## config.mk

```make
export PLATFORM = sky130hd
export DESIGN_NAME = avalon_st_pkt_gen
export DESIGN_NICKNAME = d
export VERILOG_FILES = /design/src/rtl/avalon_st_pkt_gen.sv
export SDC_FILE = /design/constraint.sdc
export NUM_CORES = 1
export LEC_CHECK = 0
export BUFFER_PORTS_ARGS = -buffer_cell sky130_fd_sc_hd__buf_2
export CORE_ASPECT_RATIO = 0.75
export CORE_MARGIN = 1.5
export CORE_UTILIZATION = 35
export DETAILED_ROUTE_END_ITERATION = 8
export REMOVE_ABC_BUFFERS = 1
export SLEW_MARGIN = 10
export SYNTH_ARGS = -nofsm -noshare
export SYNTH_HDL_FRONTEND = slang
export SYNTH_SLANG_ARGS = --single-unit
```

## constraint.sdc

```tcl
create_clock -name clk -period 4.1 [get_ports clk]
set_clock_uncertainty 0.2 [all_clocks]
set_input_delay 0.41 -clock clk [delete_from_list [all_inputs] [get_ports clk]]
set_output_delay 0.41 -clock clk [all_outputs]
set_load 0.02 [all_outputs]
```

## src/rtl/avalon_st_pkt_gen.sv

```systemverilog
// avalon_st_pkt_gen: turns one descriptor (length, seed byte, error flag) into a
// stream of Avalon-ST beats with sop/eop/empty, and raises in_error on the eop
// beat of a flagged packet to drive a FIFO's rollback path.
module avalon_st_pkt_gen #(
    parameter int unsigned LEN_W      = 16,
    parameter int unsigned DATA_WIDTH = 32,
    parameter int unsigned EMPTY_W    = 2
) (
    input  logic                  clk,
    input  logic                  rst_n,
    input  logic                  cmd_vld,
    output logic                  cmd_rdy,
    input  logic [LEN_W-1:0]      cmd_len,
    input  logic [7:0]            cmd_seed,
    input  logic                  cmd_err,
    output logic [DATA_WIDTH-1:0] tx_data,
    output logic [EMPTY_W-1:0]    tx_empty,
    output logic                  tx_sop,
    output logic                  tx_eop,
    output logic                  tx_vld,
    input  logic                  tx_rdy,
    output logic                  in_error,
    output logic                  busy,
    output logic [31:0]           pkt_cnt
);

    localparam int unsigned B     = DATA_WIDTH / 8;
    localparam int unsigned CNT_W = LEN_W + 1;

    localparam logic [CNT_W-1:0] B_CNT  = CNT_W'(B);
    localparam logic [7:0]       B_BYTE = 8'(B);

    localparam logic [0:0] ST_IDLE = 1'b0;
    localparam logic [0:0] ST_SEND = 1'b1;

    // Elaboration-time sanity of the bus geometry
    if (DATA_WIDTH == 0 || (DATA_WIDTH % 8) != 0) begin : g_bad_data_width
        $fatal(1, "avalon_st_pkt_gen: DATA_WIDTH must be a non-zero multiple of 8");
    end
    if (EMPTY_W < $clog2(B)) begin : g_bad_empty_width
        $fatal(1, "avalon_st_pkt_gen: EMPTY_W too narrow for DATA_WIDTH/8 bytes");
    end

    // Beat payload: the first min(cnt, B) byte lanes carry seed+j, MSB lane first;
    // lanes past the end of the packet stay zero.
    function automatic logic [DATA_WIDTH-1:0] beat_data(input logic [7:0]       seed,
                                                        input logic [CNT_W-1:0] cnt);
        logic [DATA_WIDTH-1:0] d;
        d = '0;
        for (int unsigned j = 0; j < B; j++) begin
            if (CNT_W'(j) < cnt) begin
                d[(B - 1 - j) * 8 +: 8] = seed + 8'(j);
            end
        end
        return d;
    endfunction

    logic [0:0]            state_q;
    logic [0:0]            state_d;
    logic [CNT_W-1:0]      rem_q;
    logic [CNT_W-1:0]      rem_d;
    logic [7:0]            seed_q;
    logic [7:0]            seed_d;
    logic                  err_q;
    logic                  err_d;

    logic                  cmd_rdy_d;
    logic                  busy_d;
    logic                  vld_d;
    logic                  sop_d;
    logic                  eop_d;
    logic [DATA_WIDTH-1:0] data_d;
    logic [EMPTY_W-1:0]    empty_d;
    logic [31:0]           pkt_cnt_d;

    logic [CNT_W-1:0]      len_eff_c;
    logic [7:0]            beat_seed_c;
    logic [CNT_W-1:0]      beat_cnt_c;
    logic                  beat_last_c;
    logic [DATA_WIDTH-1:0] beat_data_c;
    logic [EMPTY_W-1:0]    beat_empty_c;
    logic [CNT_W-1:0]      rem_next_c;
    logic [7:0]            seed_next_c;

    // Next beat to load: from the descriptor when idle, from the running
    // byte counter / seed while sending
    always_comb begin
        len_eff_c    = (cmd_len == '0) ? CNT_W'(1) : CNT_W'(cmd_len);
        beat_seed_c  = (state_q == ST_IDLE) ? cmd_seed : seed_q;
        beat_cnt_c   = (state_q == ST_IDLE) ? len_eff_c : rem_q;
        beat_last_c  = (beat_cnt_c <= B_CNT);
        beat_data_c  = beat_data(beat_seed_c, beat_cnt_c);
        beat_empty_c = beat_last_c ? EMPTY_W'(B_CNT - beat_cnt_c) : '0;
        rem_next_c   = beat_last_c ? '0 : (beat_cnt_c - B_CNT);
        seed_next_c  = beat_seed_c + B_BYTE;
    end

    // Next-state and registered-output logic
    always_comb begin
        state_d   = state_q;
        rem_d     = rem_q;
        seed_d    = seed_q;
        err_d     = err_q;
        cmd_rdy_d = cmd_rdy;
        busy_d    = busy;
        vld_d     = tx_vld;
        sop_d     = tx_sop;
        eop_d     = tx_eop;
        data_d    = tx_data;
        empty_d   = tx_empty;
        pkt_cnt_d = pkt_cnt;

        case (state_q)
            ST_IDLE: begin
                if (cmd_vld && cmd_rdy) begin
                    state_d   = ST_SEND;
                    cmd_rdy_d = 1'b0;
                    busy_d    = 1'b1;
                    vld_d     = 1'b1;
                    sop_d     = 1'b1;
                    eop_d     = beat_last_c;
                    data_d    = beat_data_c;
                    empty_d   = beat_empty_c;
                    rem_d     = rem_next_c;
                    seed_d    = seed_next_c;
                    err_d     = cmd_err;
                end
            end
            ST_SEND: begin
                if (tx_vld && tx_rdy) begin
                    if (tx_eop) begin
                        state_d   = ST_IDLE;
                        cmd_rdy_d = 1'b1;
                        busy_d    = 1'b0;
                        vld_d     = 1'b0;
                        sop_d     = 1'b0;
                        eop_d     = 1'b0;
                        data_d    = '0;
                        empty_d   = '0;
                        err_d     = 1'b0;
                        pkt_cnt_d = pkt_cnt + 32'd1;
                    end else begin
                        sop_d   = 1'b0;
                        eop_d   = beat_last_c;
                        data_d  = beat_data_c;
                        empty_d = beat_empty_c;
                        rem_d   = rem_next_c;
                        seed_d  = seed_next_c;
                    end
                end
            end
            default: begin
                state_d = ST_IDLE;
            end
        endcase
    end

    // State and output registers; reset aborts any packet in flight
    always_ff @(posedge clk or negedge rst_n) begin
        if (!rst_n) begin
            state_q  <= ST_IDLE;
            rem_q    <= '0;
            seed_q   <= '0;
            err_q    <= 1'b0;
            cmd_rdy  <= 1'b1;
            busy     <= 1'b0;
            tx_vld   <= 1'b0;
            tx_sop   <= 1'b0;
            tx_eop   <= 1'b0;
            tx_data  <= '0;
            tx_empty <= '0;
            pkt_cnt  <= '0;
        end else begin
            state_q  <= state_d;
            rem_q    <= rem_d;
            seed_q   <= seed_d;
            err_q    <= err_d;
            cmd_rdy  <= cmd_rdy_d;
            busy     <= busy_d;
            tx_vld   <= vld_d;
            tx_sop   <= sop_d;
            tx_eop   <= eop_d;
            tx_data  <= data_d;
            tx_empty <= empty_d;
            pkt_cnt  <= pkt_cnt_d;
        end
    end

    // Rollback request, valid only while the eop beat of a flagged packet is offered
    assign in_error = tx_vld & tx_eop & err_q;

endmodule
```

==> impl_metrics.py <==
metrics = {
    "power": {
        "share_seq_of_total_power_pct": 50.9,
        "power_density_mw_per_mm2": 301.2,
        "p_sw_share_pct": 21.93,
        "cellInternalPower_mw": 1.466,
        "power.ir.vdd_worst_uv": 234.7,
        "static-leakage-power_nw": 3.106,
        "switchingPower_mw": 0.4118,
        "pwr-share-comb_pct": 3.0,
        "clock_power_share_pct": 46.1,
    },
    "global_route": {
        "grt.total_usage_pct": 18.65,
        "grt_pass1_vias": 4238,
        "grt-ovfl-total": 0,
        "grt_start_max_net_pins": 37,
        "grt_pass1_wl_um": 22370,
        "antenna_violations_before_repair": 0,
    },
    "worst_setup_path": {
        "cp-end-kind": "flop",
        "timing.critical_path.required_ns": 4.13,
        "critical_path_class": "reg -> reg",
        "crit_path_max_incr_delay_ns": 0.84,
        "timing.critical_path.fanout_max": 32,
        "critical_path_arrival_ns": 3.26,
        "path_cells": "buf_4 -> nor4b_1 -> a21o_1 -> nor4b_4 -> o21ai_1 -> and2_1 -> a22o_1",
        "crit_slowest_cell": "dfrtp_2",
        "cp-start-kind": "flop",
    },
    "cts": {
        "cts_buffers": 9,
        "htreeDepth": 3,
        "clk_path_buf_depth": 2,
        "cts_num_sinks": 97,
        "post_cts_buffers": 0,
        "clk_latency_ns": 0.34,
        "register_clock_pin_slew_on_the_reported_worst_setup_and_hold_paths_ns": 0.07,
        "clock_tree_from_tritoncts": "built",
        "root_buffer": "clkbuf_16",
    },
    "die": {
        "dieArea_mm2": 0.01567,
        "die_w_um": 144.1,
        "rows": 38,
        "die_height_um": 108.8,
        "num_io_pins": 101,
        "core_region_area_mm2": 0.01450,
        "start_util_pct": 36.02,
    },
    "run": {
        "maxCapViolations": 0,
    },
    "drt": {
        "drt_first_pass_iters": 5,
        "final_antenna_net_count": 0,
        "detailroute.via_count": 4329,
        "route.detailed.vias_per_inst": 5.228,
        "finalWirelength_um": 13970,
        "drt-wirelength-per-cell_um": 16.87,
        "post-route-drc-count": 0,
        "detailedRoute.firstIterationViolations": 217,
    },
    "synthesis": {
        "netlist-cell-type-count": 63,
        "synth_seq_area_share_pct": 46.49,
        "synth.yosys.warnings": 0,
        "synthFlopType": "dfrtp_1",
        "synth.cell_area_mm2": 0.005224,
        "yosys_register_bits": 97,
        "asyncSetResetFlopFracSynth_pct": 100.0,
        "synthesis.area_per_instance_um2": 9.988,
        "postSynthCellCount": 523,
        "number_of_flops_mapped_to_enable_cells_by_yosys": 0,
    },
    "sta": {
        "final_max_slew_viol_count": 0,
        "clock.fmax_mhz": 309.9,
        "final_worst_slack_ns": 0.8732,
        "rsz_0062_raised_after_global_routing": "false",
        "worst_slew_pin_tran_ns": 0.8994,
        "final_min_period_over_clock_period_pct": 78.70,
        "timing.hold.ws_ns": 0.06192,
        "setup_total_negative_slack_ns": 0,
        "finalWorstPathRequiredPeriod_ns": 3.227,
        "slew_hr_pct": 39.76,
        "setup_viol": 0,
        "report.final.hold_viol_count": 0,
    },
    "place": {
        "setup_slack_at_placement_ns": 0.9605,
        "gp_congestion": 0.9452,
        "io_buffer_count": 100,
        "detailed_place_hpwl_um": 10260,
        "postPlaceCellArea_mm2": 0.005919,
    },
    "min_path": {
        "holdCritPathClass": "in -> reg",
    },
    "finish": {
        "flow.area_growth_from_synthesis_pct": 19.38,
        "layout.nets": 659,
        "postLayoutCoreUtil_pct": 43.00,
        "postLayoutCellArea_mm2": 0.006236,
        "fraction_of_layout_cells_with_a_size_suffix_above_1_pct": 23.29,
    },
    "status": {
        "status": "completed",
    },
}
layer usage:
metal,share of wire [%],up-vias,track usage [%]
li1,-,2065,-
met1,49,2100,27.05
met2,43,147,27.41
met3,6.7,17,4.611
met4,1.5,0,5.394
met5,0,-,0
metrics by stage:
| step | instances | power, mW |
|---|---|---|
| final | 828 | 1.878 |
| after global routing | 827 | 1.951 |
| after CTS | 827 | 1.906 |
| after detailed placement | 810 | 1.032 |
| after global placement | 810 | 1.031 |
| after floorplan | 500 | 0.9839 |
power by group through the flow:
| stage | registers (mW) | clock network (mW) | logic [mW] |
|---|---|---|---|
| 5_1_grt | 0.956 | 0.931 | 0.0643 |
| 4_1_cts | 0.956 | 0.891 | 0.0587 |
| 3_5_place_dp | 0.975 | 0 | 0.0577 |
| 2_1_floorplan | 0.975 | 0 | 0.00877 |
| 6_report | 0.956 | 0.865 | 0.0568 |
| 3_3_place_gp | 0.975 | 0 | 0.0562 |
Yosys cell counts (2+ instances only):
master	instances	share of area, %
a211oi_1	2	0.29
a21o_1	2	0.29
a21oi_1	16	1.5
a22o_1	20	3.4
a22oi_1	3	0.43
a31oi_1	3	0.36
a32o_1	2	0.38
and2_1	5	0.60
and3_1	12	1.4
and4_1	2	0.34
buf_2	5	0.48
buf_6	5	1.1
clkbuf_1	11	0.79
dfrtp_1	96	46
ha_1	8	1.9
inv_1	9	0.65
mux2i_1	16	3.1
nand2_1	70	5.0
nand2b_1	4	0.48
nand3_1	19	1.8
nand4_1	7	0.84
nor2_1	27	1.9
nor2b_1	2	0.24
nor3_1	20	1.9
nor3_2	2	0.38
nor3b_1	4	0.57
nor4_1	7	0.84
nor4_2	3	0.72
nor4b_1	2	0.34
o21ai_0	34	3.3
o21ai_1	2	0.19
o22ai_1	5	0.60
o22ai_2	2	0.48
o31ai_1	2	0.29
or3_1	3	0.36
or3b_1	2	0.34
xnor2_1	46	7.7
xor2_1	18	3.0
worst paths after layout:
check | slack [ns] | end | startpoint | cells past startpoint
hold reg to reg | 0.27 | pkt_cnt[31] | pkt_cnt[31] | 1
setup / recovery | 0.87 | tx_data[15] | state_q | 7
hold / removal | 0.06 | err_q | cmd_err | 3
min in group asynchronous | 0.37 | pkt_cnt[6] | rst_n | 2
setup reg to reg | 0.87 | tx_data[15] | state_q | 7
max in group asynchronous | 2.50 | tx_data[13] | rst_n | 3
worst max-delay path, delay by kind of cell, from the launching register on:
kind	cells	cell delay [ns]
compound gates	3	0.63
buf+inv	1	0.36
flops	1	0.84
simple gates	3	1.08
logic make-up (layout without fill, tap and decap cells):
group / after synthesis / count (layout) / share of synthesized area (%)
buffers and inverters: 32 / 136 / 3.209
AO/OA/AOI/OAI: 105 / 105 / 13.68
other: 0 / 1 / 0
multiplexers: 19 / 19 / 3.976
XOR/XNOR: 64 / 64 / 10.73
flip-flops: 97 / 97 / 46.49
adder cells (fa/ha/maj): 8 / 8 / 1.916
AND/OR/NAND/NOR: 198 / 198 / 20.00
flip-flops by register name, indices dropped and copies added (netlist names):
name,flops
seed_q,8
tx_eop,1
rem_q,17
tx_sop,1
busy,1
cmd_rdy,1
tx_data,32
err_q,1
tx_empty,2
pkt_cnt,32
state_q,1
placed cells by master (no fill, tap or decap), types with 8 or more instances in the layout:
| cell type | netlist | routed |
|---|---|---|
| o21ai_0 | 34 | 33 |
| a21oi_1 | 16 | 16 |
| inv_1 | 9 | 9 |
| xor2_1 | 18 | 18 |
| nand3_1 | 19 | 19 |
| xnor2_1 | 46 | 46 |
| ha_1 | 8 | 8 |
| buf_2 | 5 | 99 |
| nor2_1 | 27 | 27 |
| mux2i_1 | 16 | 16 |
| nor3_1 | 20 | 20 |
| dfrtp_1 | 96 | 95 |
| nand2_1 | 70 | 70 |
| a22o_1 | 20 | 20 |
| clkbuf_16 | 0 | 9 |
| and3_1 | 12 | 12 |
| buf_4 | 1 | 11 |
repair_timing:
| item | CTS | global route |
|---|---|---|
| endpoints found under the hold margin | 33 | 0 |
| gates resized for setup | 0 | 0 |
| hold buffers | 1 | 0 |
layout make-up:
class | count | area, um^2
Fill cell | 1410 | 8265
Multi-Input combinational cell | 394 | 2628
Sequential cell | 97 | 2430
Timing Repair Buffer | 111 | 588.1
Tap cell | 200 | 250.2
Clock buffer | 10 | 239.0
Clock inverter | 6 | 65.06
Inverter | 9 | 33.78
Antenna cell | 1 | 2.502
(Power assumes the default switching activity.)
